$ cat src/rtl/cuckoo_pkg.sv
// Shared types for the cuckoo hash table and its insert queue.
// The table and the queue both use these, so their key and value widths always agree.
package cuckoo_pkg;

  localparam int KEY_W   = 8;
  localparam int VALUE_W = 12;

  typedef logic [KEY_W-1:0]   key_t;
  typedef logic [VALUE_W-1:0] value_t;

  typedef struct packed {
    key_t   key;
    value_t value;
  } insert_req_t;

endpackage

$ cat src/rtl/cuckoo_key_match.sv
// Combinational DEPTH-way key compare across the valid queue entries.
// When the head is leaving this cycle it is left out, so a request for its key becomes a new entry.
module cuckoo_key_match
  import cuckoo_pkg::*;
#(
  parameter  int DEPTH = 8,
  localparam int IW    = $clog2(DEPTH)
) (
  input  key_t             key_i,
  input  key_t [DEPTH-1:0] keys_i,
  input  logic [DEPTH-1:0] valid_i,
  input  logic [IW-1:0]    headIdx_i,
  input  logic             excludeHead_i,
  output logic [DEPTH-1:0] match_o,
  output logic [IW-1:0]    idx_o,
  output logic             hit_o
);

  // At most one entry can hold a given key, so OR-ing the indices gives the encoded position.
  always_comb begin
    match_o = '0;
    idx_o   = '0;
    for (int i = 0; i < DEPTH; i++) begin
      match_o[i] = valid_i[i] && (keys_i[i] == key_i) &&
                   !(excludeHead_i && (IW'(i) == headIdx_i));
    end
    for (int i = 0; i < DEPTH; i++) begin
      if (match_o[i]) idx_o = idx_o | IW'(i);
    end
  end

  assign hit_o = |match_o;

endmodule

$ cat src/rtl/cuckoo_insert_queue.sv
// In-order insert queue in front of the cuckoo table.
// A request whose key is already queued overwrites that entry's value.
module cuckoo_insert_queue
  import cuckoo_pkg::*;
#(
  parameter  int DEPTH       = 8,
  parameter  int KEY_WIDTH   = KEY_W,
  parameter  int VALUE_WIDTH = VALUE_W,
  localparam int CW          = $clog2(DEPTH) + 1,
  localparam int IW          = $clog2(DEPTH)
) (
  input  logic                   clk,
  input  logic                   areset,
  input  logic [KEY_WIDTH-1:0]   in_key,
  input  logic [VALUE_WIDTH-1:0] in_value,
  input  logic                   in_valid,
  output logic                   in_ready,
  output logic [KEY_WIDTH-1:0]   out_key,
  output logic [VALUE_WIDTH-1:0] out_value,
  output logic                   out_valid,
  input  logic                   insert_ready,
  input  logic                   flush,
  output logic [CW-1:0]          count,
  output logic                   coalesced
);

  localparam logic [CW-1:0] DEPTH_C = CW'(DEPTH);

  logic [IW-1:0]    rdPtr_q, rdPtr_d;
  logic [IW-1:0]    wrPtr_q, wrPtr_d;
  logic [CW-1:0]    count_q, count_d;
  logic             coalesced_q, coalesced_d;
  insert_req_t      entries_q [DEPTH];
  logic [DEPTH-1:0] valid_q;
  insert_req_t      lastHead_q;

  key_t [DEPTH-1:0] keys;
  logic [DEPTH-1:0] matchVec;
  logic [IW-1:0]    matchIdx;
  logic             matchHit;
  logic             accept;
  logic             pop;
  logic             appendEn;
  logic             coalesceEn;

  assign in_ready  = (count_q != DEPTH_C) & ~flush;
  assign out_valid = (count_q != '0);
  assign accept    = in_valid & in_ready;
  assign pop       = out_valid & insert_ready & ~flush;

  assign count     = count_q;
  assign coalesced = coalesced_q;

  // When the queue is empty, keep showing the last head instead of whatever slot rdPtr lands on.
  assign out_key   = out_valid ? entries_q[rdPtr_q].key   : lastHead_q.key;
  assign out_value = out_valid ? entries_q[rdPtr_q].value : lastHead_q.value;

  always_comb begin
    for (int i = 0; i < DEPTH; i++) keys[i] = entries_q[i].key;
  end

  cuckoo_key_match #(
    .DEPTH(DEPTH)
  ) u_key_match (
    .key_i        (in_key),
    .keys_i       (keys),
    .valid_i      (valid_q),
    .headIdx_i    (rdPtr_q),
    .excludeHead_i(pop),
    .match_o      (matchVec),
    .idx_o        (matchIdx),
    .hit_o        (matchHit)
  );

  always_comb begin
    rdPtr_d     = rdPtr_q;
    wrPtr_d     = wrPtr_q;
    count_d     = count_q;
    coalesced_d = 1'b0;
    appendEn    = 1'b0;
    coalesceEn  = 1'b0;
    if (flush) begin
      rdPtr_d = '0;
      wrPtr_d = '0;
      count_d = '0;
    end else begin
      if (pop) rdPtr_d = rdPtr_q + IW'(1);
      if (accept) begin
        if (matchHit) begin
          coalesceEn  = 1'b1;
          coalesced_d = 1'b1;
        end else begin
          appendEn = 1'b1;
          wrPtr_d  = wrPtr_q + IW'(1);
        end
      end
      case ({appendEn, pop})
        2'b10:   count_d = count_q + CW'(1);
        2'b01:   count_d = count_q - CW'(1);
        default: count_d = count_q;
      endcase
    end
  end

  always_ff @(posedge clk or posedge areset) begin
    if (areset) begin
      rdPtr_q     <= '0;
      wrPtr_q     <= '0;
      count_q     <= '0;
      coalesced_q <= 1'b0;
    end else begin
      rdPtr_q     <= rdPtr_d;
      wrPtr_q     <= wrPtr_d;
      count_q     <= count_d;
      coalesced_q <= coalesced_d;
    end
  end

  // Pop and append never hit the same slot: that would need the queue to be both full and non-empty-accepting.
  always_ff @(posedge clk or posedge areset) begin
    if (areset) begin
      valid_q    <= '0;
      lastHead_q <= '0;
      for (int i = 0; i < DEPTH; i++) entries_q[i] <= '0;
    end else begin
      if (out_valid) lastHead_q <= entries_q[rdPtr_q];
      if (flush) begin
        valid_q <= '0;
      end else begin
        if (pop) valid_q[rdPtr_q] <= 1'b0;
        if (appendEn) begin
          entries_q[wrPtr_q] <= '{key: in_key, value: in_value};
          valid_q[wrPtr_q]   <= 1'b1;
        end
        if (coalesceEn) entries_q[matchIdx].value <= in_value;
      end
    end
  end

endmodule

$ cat config.mk
export PLATFORM = sky130hd
export DESIGN_NAME = cuckoo_insert_queue
export DESIGN_NICKNAME = d
export VERILOG_FILES = /design/src/rtl/cuckoo_pkg.sv /design/src/rtl/cuckoo_key_match.sv /design/src/rtl/cuckoo_insert_queue.sv
export SDC_FILE = /design/constraint.sdc
export NUM_CORES = 1
export LEC_CHECK = 0
export CAP_MARGIN = 20
export CORE_ASPECT_RATIO = 1.75
export CORE_MARGIN = 10
export CORE_UTILIZATION = 40
export CTS_CLUSTER_DIAMETER = 50
export DETAILED_ROUTE_END_ITERATION = 16
export PLACE_DENSITY = 0.57
export SLEW_MARGIN = 5
export SYNTH_ARGS = -nofsm -noshare
export SYNTH_HDL_FRONTEND = slang
export SYNTH_SLANG_ARGS = --single-unit
$ cat constraint.sdc
create_clock -name clk -period 21.5 [get_ports clk]
set_input_delay 4.3 -clock clk [delete_from_list [all_inputs] [get_ports clk]]
set_output_delay 4.3 -clock clk [all_outputs]
set_load 0.1 [all_outputs]
Yosys cells after proc, flatten, opt, wreduce, memory -nomap -nowiden
Cells that the tools add are included.
Widths: inputs -> output; s select.

operators by class
  $add $sub $neg = 4
  magnitude comparators = 9
  bitwise gates (word level) = 11
  reductions and logical operators = 43
  multiplexer cells = 43
  equality and inequality tests = 19

operators by type and width
  cell                 count
  $mux 160             3
  $bwmux 160           2
  $demux 20 s3         2
  $eq 8x8->1           8
  $bmux 20 s3          1
  $mux 20              3
  $mux 8               5
  $logic_and 1x1->1    28
  $mux 3               9
  $mux 12              2
  $eq 3x3->1 const A   4
  $ge 4x4->1 const B   3
  $not 3->4            3
  $mux 1               10
  $and 8x8->8          1
  $logic_not 1->1      8
  $lt 3x4->1 const B   2
  $lt 4x1->1 const B   2
  $not 8->8            1
  $or 8x8->8           1
  $pmux 4 s2           1
  $reduce_or 8->1      1
  $add 3x1->3 const B  2
  $demux 1 s3          2
  other kinds (18)     25

word-level totals
  output and inout port bits = 27
  flip-flop bits (word level) = 199
  word-level logic and storage cells = 152

Longest topological paths before layout
  word-level depth = 20
  depth in mapped cells = 17

Cells and area by module
A second synthesis with hierarchy kept.

second synthesis, totals
  cells, all modules = 726
  area total of the unflattened synthesis = 9924.5 um2

by module, submodules not included
  module               sequential area each (um2)  area an instance (um2)  cells an instance  instances
  cuckoo_insert_queue  4979.8                      9002.4                  608                1
  cuckoo_key_match     0.0                         922.1                   118                1

Worst setup path after synthesis
Ideal clock, no wire load.

  kind = input-to-output
  start = input flush
  end = output in_ready
  setup slack = 11.177 ns
  data arrival time = 6.023 ns
  cell stages on the path = 2
  required time = 17.200 ns
  cells stage by stage = clkbuf_1 -> a21oi_1

between the ends
  cells in the longest elaborated chain, start to end = 2

RTL lines
  element             line                       RTL
  start: declaration  cuckoo_insert_queue.sv:22  input logic flush,
  $not 1->1           cuckoo_insert_queue.sv:46  assign in_ready = (count_q != DEPTH_C) & ~flush;
  $and 1x1->1         cuckoo_insert_queue.sv:46
  end: declaration    cuckoo_insert_queue.sv:17  output logic in_ready,

No other way between the ends.

Final worst setup path
Same ends and word-level chain as after synthesis.

==> flow_metrics.env <==
export IMPL_grt_setup_unrepaired="no"
export IMPL_slew_headroom_pct=32.66
export IMPL_nFillCells=2472
export IMPL_yosys_register_bits=199
export IMPL_skew_ns=0.01205
export IMPL_synth_top_family_by_area="multiplexers"
export IMPL_synth_main_ff_cell="dfrtp_1"
export IMPL_synth_cell_type_count=57
export IMPL_h_tree_depth=4
export IMPL_arrival_ns=6.44
export IMPL_grt_max_degree=125
export IMPL_synthSimpleGateAreaFrac_pct=7.616
export IMPL_die_area_mm2=0.03315
export IMPL_overflow=0
export IMPL_synth_avg_cell_area_um2=12.11
export IMPL_hold_viol_final=0
export IMPL_die_y_um=233.5
export IMPL_io_pins=52
export IMPL_tns_ns=0
export IMPL_cts_resized_gates=0
export IMPL_clk_latency_ns=0.45
export IMPL_synth_top_area_share_pct=47.81
export IMPL_clockBufferDepth=2
export IMPL_synth_nets=894
export IMPL_drive_above_1_share_pct=28.15
export IMPL_crit_chain="clkdlybuf4s50_1 -> a21oi_1 -> clkdlybuf4s50_1"
export IMPL_grt_use_total_pct=17.02
export IMPL_multiInputGateArea_mm2=0.005055
export IMPL_area_growth_pct=11.92
export IMPL_path_clk_slew_ns=0.07
export IMPL_synth_area_leader_cell="dfrtp_1"
export IMPL_synthMuxAreaShare_pct=23.66
export IMPL_place_hpwl_mm=18.40
export IMPL_core_mm2=0.02576
export IMPL_gp_congestion=0.8169
export IMPL_cts_root_buf="clkbuf_16"
export IMPL_initial_utilization_pct=40.43
export IMPL_cp_max_fo=13
export IMPL_final_nets=909
export IMPL_seq_area_mm2=0.004984
export IMPL_synthArstFlopShare_pct=100.0
export IMPL_status="finished clean"
export IMPL_drc_errors=0
export IMPL_postRouteAntennaNets=0
export IMPL_row_count=78
export IMPL_syn_cell_area_mm2=0.01042
export IMPL_via_count=6755
export IMPL_via_per_inst=5.592
export IMPL_maxSlewViolCount=0
export IMPL_critical_path_slowest_cell="clkdlybuf4s50_1"
export IMPL_cp_common_cell="clkdlybuf4s50_1"
export IMPL_ctsHoldBuffers=0
export IMPL_synth_area_leaders="dfrtp_1 48%, mux2_2 15%, mux2_4 5.8%"
export IMPL_end_kind="primary output"
export IMPL_diodes=0
export IMPL_setup_viol=0
export IMPL_worst_setup_path_start_kind="input port"
export IMPL_die_x_um=142.0
export IMPL_post_cts_buffers=0
export IMPL_worst_pin_slew_ns=1.007
export IMPL_finalCriticalPeriod_ns=10.74
export IMPL_fmax_ghz=0.09313
export IMPL_grt_antenna_before_repair=0
export IMPL_wirelength_mm=27.50
export IMPL_r2r_slack_ns=16.59
export IMPL_cap_violations=0
export IMPL_numPortBuffers=51
export IMPL_drtIter0Drc=389
export IMPL_yosysSeqAreaShare_pct=47.81
export IMPL_synth_edf_count=0
export IMPL_wire_per_inst_um=22.77
export IMPL_synth_compound_area_share_pct=10.22
export IMPL_synth_cells=860
export IMPL_hp_class="reg -> reg"
export IMPL_yosys_area_share_adder_pct=1.081
export IMPL_cp_data_required_time_ns=17.20
export IMPL_yosysWarnings=0
export IMPL_synth_xor_area_share_pct=5.874
export IMPL_first_global_vias=7132
export IMPL_max_stage_delay_ns=1.18
export IMPL_cts_tree="yes"
export IMPL_drtPass1Iterations=4
export IMPL_period_share_pct=49.94
export IMPL_numCtsBuffers=17
export IMPL_grt_pass1_wl_mm=43.25
export IMPL_clkSinkCount=199
export IMPL_critPathKind="in -> out"
[through the flow]
step / instances / util (%) / instance area [um^2] / hold slack (ns) / setup WS (ns)
after floorplan: 860 / - / 10420 / 0.4579 / 11.18
after global routing: 1208 / 45.25 / 11660 / 0.5069 / 10.57
after CTS: 1208 / 45.25 / 11660 / 0.4957 / 10.74
after global placement: 1176 / 42.98 / 11070 / 0.4683 / 10.75
final: 1208 / 45.25 / 11660 / 0.4900 / 10.76
after detailed placement: 1176 / 42.98 / 11070 / 0.4795 / 10.75
[worst max-delay path: cells and delay by family]
kind,cells,cell delay [ns]
buf+inv,2,1.83
compound gates,1,0.30
[layout make-up]
class / instances / area share, %
Clock inverter: 12 / 1.009
Multi-Input combinational cell: 587 / 43.36
Clock buffer: 20 / 4.003
Tap cell: 320 / 3.435
Timing Repair Buffer: 63 / 5.152
Sequential cell: 199 / 42.75
Inverter: 7 / 0.2898
[synthesized netlist by cell type (5+ instances only)]
cell / number
nand4_1: 11
xnor2_1: 52
nand2_1: 22
inv_1: 6
mux2_4: 40
dfrtp_1: 199
mux2_1: 11
a221oi_1: 21
buf_6: 11
nand3_1: 19
mux2i_1: 22
a21oi_1: 61
ha_1: 9
nor3_1: 8
nor2_1: 66
xor2_1: 16
mux2_2: 135
clkbuf_1: 30
o22ai_1: 9
nor4_1: 9
a22oi_1: 6
buf_1: 5
a31o_2: 8
a22o_1: 15
buf_2: 20
a311oi_1: 5
[cell usage in the layout, fill, tap and decap left out, types with 11 or more instances in the layout]
cell type	instances
dfrtp_1	196
mux2_2	135
nor2_1	63
a21oi_1	61
xnor2_1	52
clkdlybuf4s50_1	51
mux2_4	40
nand2_1	22
mux2i_1	22
a221oi_1	21
nand3_1	19
clkbuf_16	17
xor2_1	16
a22o_1	15
buf_4	12
nand4_1	11
mux2_1	11
[layer usage]
layer	GRT usage (%)	wire length, um	vias up
met2	29.40	14510	131
met3	2.826	862	43
met4	8.494	958	0
met1	19.81	11170	3439
li1	-	-	3142
met5	0	0	-
[final timing paths]
kind / startpoint / cells after the start / endpoint
worst min-delay path: entries_q[20]$_DFFE_PP0N_ / 1 / entries_q[20]$_DFFE_PP0N_
worst min register to register: entries_q[20]$_DFFE_PP0N_ / 1 / entries_q[20]$_DFFE_PP0N_
worst max-delay path: flush / 3 / in_ready
worst max register to register: count[0]$_DFFE_PP0P_ / 13 / count[3]$_DFFE_PP0P_
max in group asynchronous: areset / 3 / entries_q[111]$_DFFE_PP0N_
min in group asynchronous: areset / 2 / entries_q[87]$_DFFE_PP0N_
[kinds of logic (layout without fill, tap and decap cells)]
| family | after synthesis | in the layout |
|---|---|---|
| multiplexers | 208 | 208 |
| adder cells (fa/ha/maj) | 9 | 9 |
| AO/OA/AOI/OAI | 144 | 144 |
| AND/OR/NAND/NOR | 157 | 157 |
| buffers and inverters | 74 | 102 |
| XOR/XNOR | 69 | 69 |
| flip-flops | 199 | 199 |
Power is not shown: default switching activity piles up to over one toggle a cycle in this logic, so the estimate is an artifact.
